--- config.mk ---
export PLATFORM = sky130hd
export DESIGN_NAME = multiword_adder_seq
export DESIGN_NICKNAME = d
export VERILOG_FILES = /design/src/rtl/multiword_adder_pkg.sv /design/src/rtl/multiword_adder_seq_chunk_adder.sv /design/src/rtl/multiword_adder_seq.sv
export SDC_FILE = /design/constraint.sdc
export NUM_CORES = 1
export LEC_CHECK = 0
export BUFFER_PORTS_ARGS = -buffer_cell sky130_fd_sc_hd__buf_2
export CORE_ASPECT_RATIO = 1.1
export CORE_MARGIN = 4
export CORE_UTILIZATION = 24
export CTS_CLUSTER_DIAMETER = 150
export DETAILED_ROUTE_END_ITERATION = 10
export GPL_TIMING_DRIVEN = 0
export SLEW_MARGIN = 20
export SYNTH_ARGS = -nofsm -noshare
export SYNTH_HDL_FRONTEND = slang
export SYNTH_SLANG_ARGS = --single-unit
--- constraint.sdc ---
create_clock -name clk -period 3.6 [get_ports clk]
set_input_delay 0.72 -clock clk [delete_from_list [all_inputs] [get_ports clk]]
set_output_delay 0.72 -clock clk [all_outputs]
set_load 0.05 [all_outputs]
--- src/rtl/multiword_adder_pkg.sv ---
// Shared types for the multi-word sequential adder: FSM state encoding.
package multiword_adder_pkg;

    localparam int STATE_W = 2;

    typedef enum logic [STATE_W-1:0] {
        IDLE = 2'd0,
        RUN  = 2'd1,
        DONE = 2'd2
    } state_t;

endpackage

--- src/rtl/multiword_adder_seq_chunk_adder.sv ---
// N-bit combinational ripple-carry adder built from full-adder cells.
module chunk_adder #(
    parameter int N = 4
) (
    input  logic [N-1:0] x,
    input  logic [N-1:0] y,
    input  logic         cin,
    output logic [N-1:0] s,
    output logic         cout
);

    logic [N:0] c;

    assign c[0] = cin;

    generate
        for (genvar gi = 0; gi < N; gi++) begin : g_fa
            assign s[gi]     = x[gi] ^ y[gi] ^ c[gi];
            assign c[gi + 1] = (x[gi] & y[gi]) | (c[gi] & (x[gi] ^ y[gi]));
        end
    endgenerate

    assign cout = c[N];

endmodule

--- src/rtl/multiword_adder_seq.sv ---
// W-bit add/subtract (W = N*K) computed over K cycles by one shared N-bit
// adder, least-significant chunk first, with the inter-chunk carry registered.
module multiword_adder_seq
    import multiword_adder_pkg::*;
#(
    parameter int N = 4,
    parameter int K = 4
) (
    input  logic             clk,
    input  logic             rst,
    input  logic             start,
    input  logic             sub,
    input  logic [N*K-1:0]   a,
    input  logic [N*K-1:0]   b,
    input  logic             cin,
    output logic             ready,
    output logic             busy,
    output logic             done,
    output logic [N*K-1:0]   s,
    output logic             cout,
    output logic             ovf
);

    localparam int W     = N * K;
    localparam int IDX_W = (K > 1) ? $clog2(K) : 1;
    localparam logic [IDX_W-1:0] IDX_LAST = IDX_W'(K - 1);

    state_t           state_reg;
    logic [IDX_W-1:0] idx_reg;
    logic             carry_reg;
    logic [W-1:0]     a_reg;
    logic [W-1:0]     b_reg;
    logic             sub_reg;
    logic [W-1:0]     s_reg;
    logic             cout_reg;
    logic             ovf_reg;

    logic [N-1:0]     chunk_x;
    logic [N-1:0]     chunk_y;
    logic [N-1:0]     chunk_sum;
    logic             chunk_cout;
    logic             accept;

    assign ready  = (state_reg == IDLE) || (state_reg == DONE);
    assign busy   = (state_reg == RUN);
    assign done   = (state_reg == DONE);
    assign s      = s_reg;
    assign cout   = cout_reg;
    assign ovf    = ovf_reg;
    assign accept = start && ready;

    // Subtraction is a + ~b + 1: the +1 comes from seeding the carry on accept.
    assign chunk_x = a_reg[idx_reg*N +: N];
    assign chunk_y = b_reg[idx_reg*N +: N] ^ {N{sub_reg}};

    chunk_adder #(
        .N (N)
    ) u_chunk_adder (
        .x    (chunk_x),
        .y    (chunk_y),
        .cin  (carry_reg),
        .s    (chunk_sum),
        .cout (chunk_cout)
    );

    always_ff @(posedge clk or posedge rst) begin
        if (rst) begin
            state_reg <= IDLE;
            idx_reg   <= '0;
            carry_reg <= 1'b0;
            a_reg     <= '0;
            b_reg     <= '0;
            sub_reg   <= 1'b0;
            s_reg     <= '0;
            cout_reg  <= 1'b0;
            ovf_reg   <= 1'b0;
        end else if (accept) begin
            a_reg     <= a;
            b_reg     <= b;
            sub_reg   <= sub;
            carry_reg <= sub ? 1'b1 : cin;
            idx_reg   <= '0;
            s_reg     <= '0;
            state_reg <= RUN;
        end else begin
            case (state_reg)
                RUN: begin
                    s_reg[idx_reg*N +: N] <= chunk_sum;
                    carry_reg             <= chunk_cout;
                    if (idx_reg == IDX_LAST) begin
                        cout_reg  <= chunk_cout;
                        ovf_reg   <= (chunk_x[N-1] == chunk_y[N-1]) &&
                                     (chunk_sum[N-1] != chunk_x[N-1]);
                        state_reg <= DONE;
                    end else begin
                        idx_reg <= idx_reg + 1'b1;
                    end
                end
                DONE:    state_reg <= IDLE;
                default: state_reg <= IDLE;
            endcase
        end
    end

endmodule

==> results of run 1 <==
-- final cells by class --
type | instances | area (um2)
clock buffer | 6 | 129
fill | 1176 | 7610
clock inverter | 2 | 35.0
inverter | 11 | 43.8
sequential | 56 | 1400
buffer | 9 | 50.0
timing repair buffer | 57 | 285
tap | 147 | 184
multi-input combinational | 113 | 1170
-- cell families (layout without fill, tap and decap cells) --
| group | after synthesis | in the layout | share of synthesized area (%) |
|---|---|---|---|
| AND/OR/NAND/NOR | 30 | 30 | 7.18 |
| multiplexers | 42 | 42 | 22.1 |
| AO/OA/AOI/OAI | 24 | 24 | 6.53 |
| adder cells (fa/ha/maj) | 11 | 11 | 6.29 |
| buffers and inverters | 20 | 85 | 3.38 |
| flip-flops | 56 | 56 | 52.6 |
| XOR/XNOR | 6 | 6 | 1.97 |
-- worst paths after layout --
path,end,from,depth (start not counted),slack (ps)
worst min-delay path,ovf,ovf,2,480
max in group asynchronous,idx_reg[0],rst,2,2570
min in group asynchronous,s[6],rst,2,540
worst max-delay path,ovf,idx_reg[0],9,150
worst max register to register,ovf,idx_reg[0],9,150
worst min register to register,ovf,ovf,2,480
-- metal layers --
layer	global-route usage, %	routed length, um	vias to the layer above
met3	2.57	355	7
li1	-	-	808
met1	12.6	2620	857
met5	0	0	-
met2	16.3	2960	45
met4	2.92	95	0
-- worst register-to-register path, cell delays in order (launching register included) --
cell and delay (ps):
dfrtp_2 510, mux4_1 640, xor2_1 200, fa_1 190
inv_1 50, fa_1 370, fa_1 390, fa_1 580
xor2_1 220, o31ai_2 210
-- timing repair --
action	4_1_cts	5_1_grt
gates resized for setup	1	1
pin swaps	0	0
hold buffers	0	0
setup buffers	0	0
cloned	0	0
setup endpoints to repair	1	2
-- report_power, final --
group	leakage (nW)	internal [mW]	total [mW]	switching (mW)
clock	0.0808	0.327	0.539	0.211
combinational	0.753	0.859	2.03	1.17
sequential	0.697	0.905	1.06	0.154
total	1.53	2.09	3.63	1.54
-- metrics by stage --
stage	hold slack [ps]	setup TNS [ps]	instance area (um2)	instances	power, mW
5_1_grt	504	0	3300	401	3.91
2_1_floorplan	472	0	2670	189	2.55
4_1_cts	486	0	3300	401	3.68
3_5_place_dp	471	-46.0	3140	393	3.14
6_report	482	0	3300	401	3.63
3_3_place_gp	470	-40.2	3130	393	3.11
-- cell usage in the layout, fill, tap and decap left out, drive strengths merged --
master    n
mux2     33
o21ai     4
and2b     1
nor2b     3
mux4      8
clkinv    1
nand2     6
nor2      2
inv      11
mux2i     1
clkbuf    8
and3b     1
nand4     1
buf      64
or2       1
xnor2     3
dfrtp    56
xor2      3
nor3b     2
fa        4
a2bb2o    1
or4       2
nand3     1
ha        7
bufinv    1
o31ai     1
a21oi     7
o2bb2ai  11
nand3b   10
==> run metrics, run 1 <==
vias in the first global route=1814; Synth async-reset ratio=between 90% and 100%; CTS Buf Count=5; Yosys warnings=0; Seq/Total Area, Yosys=52.6%; Core Footprint=10900 um2; DRT Wirelength=6030 um; maximum vdd drop=0.000602 V; cell count after synthesis=189; Worst-Skew Late Latency=290 ps; crit share post-route=95.9%; Critical Path AT=3650 ps; Final Hold Viols=0; # IOs=58; All-Layer GR Usage=9.86%; mapped cell area=2670 um2; Netlist cell types=30; clock-pin slew on the worst setup and hold paths=60 ps; dpl ws=-46.0 ps; fin nets=301; number of I/O port buffers=57; crit path max fanout=8; HP Class=flop to flop; initial core utilization=24.4%; first-pass GRT wire length=9840 um; worst-margin pin slew=691 ps; Die Area=12900 um2; Crit Path Category=flop to flop; CP endpoint kind=flop; Layout area overhead=23.9%; Final HPWL DP=4540 um; Peak Freq=290 MHz; Leak=approximately 1.5 nW; Post-synth EDFFs=0; total congestion overflow=0; data required time of the critical path=3800 ps; root buf cell=clkbuf_16; CTS tree=built; dominant cells by area after synthesis=dfrtp_1, mux2_2, mux4_1, o2bb2ai_1, ha_1; share of cells above drive strength 1=43.7%; Crit path max-delay family=adder cells; Yosys top cell by area=dfrtp_1; worst setup margin=147 ps; Post-synth top cells=dfrtp_1, mux2_2, inv_1, o2bb2ai_1, nand3b_1; die width=between 100 and 150 um; DR WL/cell=15.0 um; slowest CP cell=mux4_1; initial antenna violation count=0; clock skew=5.69 ps; Final min period=3450 ps; worst path cell trace=mux4_1 -> xor2_1 -> fa_1 -> inv_1 -> fa_1 -> fa_1 -> fa_1 -> xor2_1 -> o31ai_2; Final setup viols=0; largest net degree at the start of global routing=57; Routed Antenna Nets=0; H-tree levels=2; outcome=complete, no violations; Pwr Density=1100 nW/um2; number of placement rows=40; Max Cap Viol=0; Max Slew Vio Count=0; Slew headroom=a little over half; Sink Count=56; RSZ-0062 raised after global routing=false; die extent in y=around 120 um; Yosys top cell area share=52.6%; Setup crit start kind=flop; Post-Route Utilization=30.3%; global placer's final weighted congestion=~0.7; drt drc=0; crit-path max cell delay=between 600 and 700 ps; initial DRC count=29; count leader, synth=dfrtp_1; mean area per synthesized cell=14.1 um2; via count=1717; antenna cells=0; Primary FF master, synth=dfrtp_1; first-pass detailed-route iteration total=4; Synth Register Bits=56; Bufs and invs on worst path=1; clk buf depth=2; Synth Net Count=around 240; Critical Path Most Common Cell=fa_1; via/cell ratio=4.28
No activity file was read; power rests on OpenSTA's default activity.
==> inputs of run 2 (changes only) <==
clock period = 2.82 ns   (was 3.6 ns; I/O delays follow)
==> run metrics, run 2 (same netlist as run 1, synthesis figures left out) <==
via/cell ratio=4.26; antenna cells=0; drt drc=0; Routed Antenna Nets=0; Final HPWL DP=around 4400 um; first-pass detailed-route iteration total=4; Max Slew Vio Count=0; fin nets=~310; met1 Track Usage GR=between 10% and 20%; most frequent cells in the layout=buf_2, dfrtp_1, mux2_2; Critical Path AT=about 3300 ps; die width=108 um; number of placement rows=40; initial core utilization=24.4%; clk buf depth=2; Critical Path Most Common Cell=fa_2; via count=~1700; Setup crit start kind=flop; share of cells above drive strength 1=approximately half; data required time of the critical path=3020 ps; failing checks=setup timing; initial antenna violation count=0; crit-path max cell delay=about 600 ps; Layout area overhead=27.4%; worst-margin pin slew=686 ps; root buf cell=clkbuf_16; crit path max fanout=4; DR WL/cell=14.8 um; Final Hold Viols=0; worst path cell trace=mux4_2 -> xor2_2 -> fa_2 -> inv_2 -> fa_2 -> fa_2 -> fa_2 -> xor2_1 -> o31ai_2; Peak Freq=328 MHz; Crit Path Category=flop to flop; design area=around 3400 um2; Worst-Skew Late Latency=a little under 300 ps; outcome=finished, violations left; H-tree levels=2; global placer's final weighted congestion=0.804; first-pass GRT wire length=9650 um; Placement Cell Area=3140 um2; initial DRC count=35; Critical R2R Launch=idx_reg[0]; leading cell type in the layout, fill and taps excluded=buf_2; largest net degree at the start of global routing=57; Critical Path Sink=ovf; cts-stage hold buffer count=0; total congestion overflow=0; busiest grt layer=met2; slowest CP cell=fa_2; CP startpoint=idx_reg[0]; All-Layer GR Usage=9.66%; Final min period=3050 ps; clock skew=4.30 ps; Slew headroom=54.3%; CTS tree=built; vias in the first global route=1852; CTS Buf Count=5; dpl ws=-573 ps; Sink Count=between 50 and 60; clock-pin slew on the worst setup and hold paths=70 ps; crit share post-route=108%; HP Class=input port to asynchronous set/reset pin; RSZ-0062 raised after global routing=true; M3 GR Usage=2.73%; Max Cap Viol=0; Core Footprint=10900 um2; met2 usage=16.2%; die extent in y=around 120 um; CP endpoint kind=flop; worst setup margin=-226 ps; DRT Wirelength=about 6000 um; Post-Route Utilization=31.1%; Die Area=12900 um2; Final setup viols=5; number of I/O port buffers=between 50 and 60; WHS=383 ps; FF-to-FF setup slack=-230 ps; reg-to-reg critical path endpoint=ovf; R2R depth=9; # IOs=between 50 and 60
-- run 2: cell types whose count changed in the layout (fill, tap and decap cells not counted), sizes merged --
cell	delta
buf	+6
clkbuf	-1
clkinv	-1
bufinv	+1
-- run 2: metrics by stage --
step | std cells | TNS (ps)
floorplan | 189 | -322
global placement | 393 | -2340
detailed placement | 393 | -2620
CTS | 405 | -950
global route | 406 | -1810
finish | 406 | -955
-- run 2: area by class of cell --
| class | instances | area [um2] |
|---|---|---|
| multi-input cells | 113 | 1190 |
| inverters | 11 | 43.8 |
| flip-flops and latches | 56 | 1400 |
| plain buffers | 9 | 58.8 |
| clock inverters | 2 | 60.1 |
| repair buffers | 63 | 334 |
| well taps | 147 | 184 |
| clock buffers | 5 | 125 |
| fillers | 1160 | 7520 |
-- run 2: how the worst min path moves through the flow --
stage / from / depth (start not counted) / slack, ps / end
floorplan: a_reg[4] / 1 / 470 / a_reg[4]
global placement: ovf / 2 / 470 / ovf
detailed placement: s[0] / 1 / 470 / s[0]
CTS: rst / 2 / 420 / s[14]
global route: rst / 2 / 440 / s[15]
finish: rst / 2 / 380 / s[15]
-- run 2: timing repair --
action	in CTS	in global routing
cloned	0	0
endpoints found under the setup margin	8	7
gates resized for setup	7	3
setup buffers	5	1
pin swaps	1	0
-- run 2: critical path, delay by kind of cell, from the launching register on --
family | cells | cell delay (ps)
XOR/XNOR | 2 | 260
adder cells (fa/ha/maj) | 4 | 1490
AO/OA/AOI/OAI | 1 | 200
multiplexers | 1 | 560
buffers and inverters | 1 | 40
flip-flops | 1 | 420
-- run 2: per-layer routing --
layer,wire (um),vias to the layer above,share of wire (%)
met4,29,0,0.48
met1,2660,858,44
li1,-,821,-
met5,0,-,0
met2,2990,46,50
met3,350,4,5.8
Power of run 2 is not shown: default switching activity piles up to over one toggle a cycle in this logic, so the estimate is an artifact.
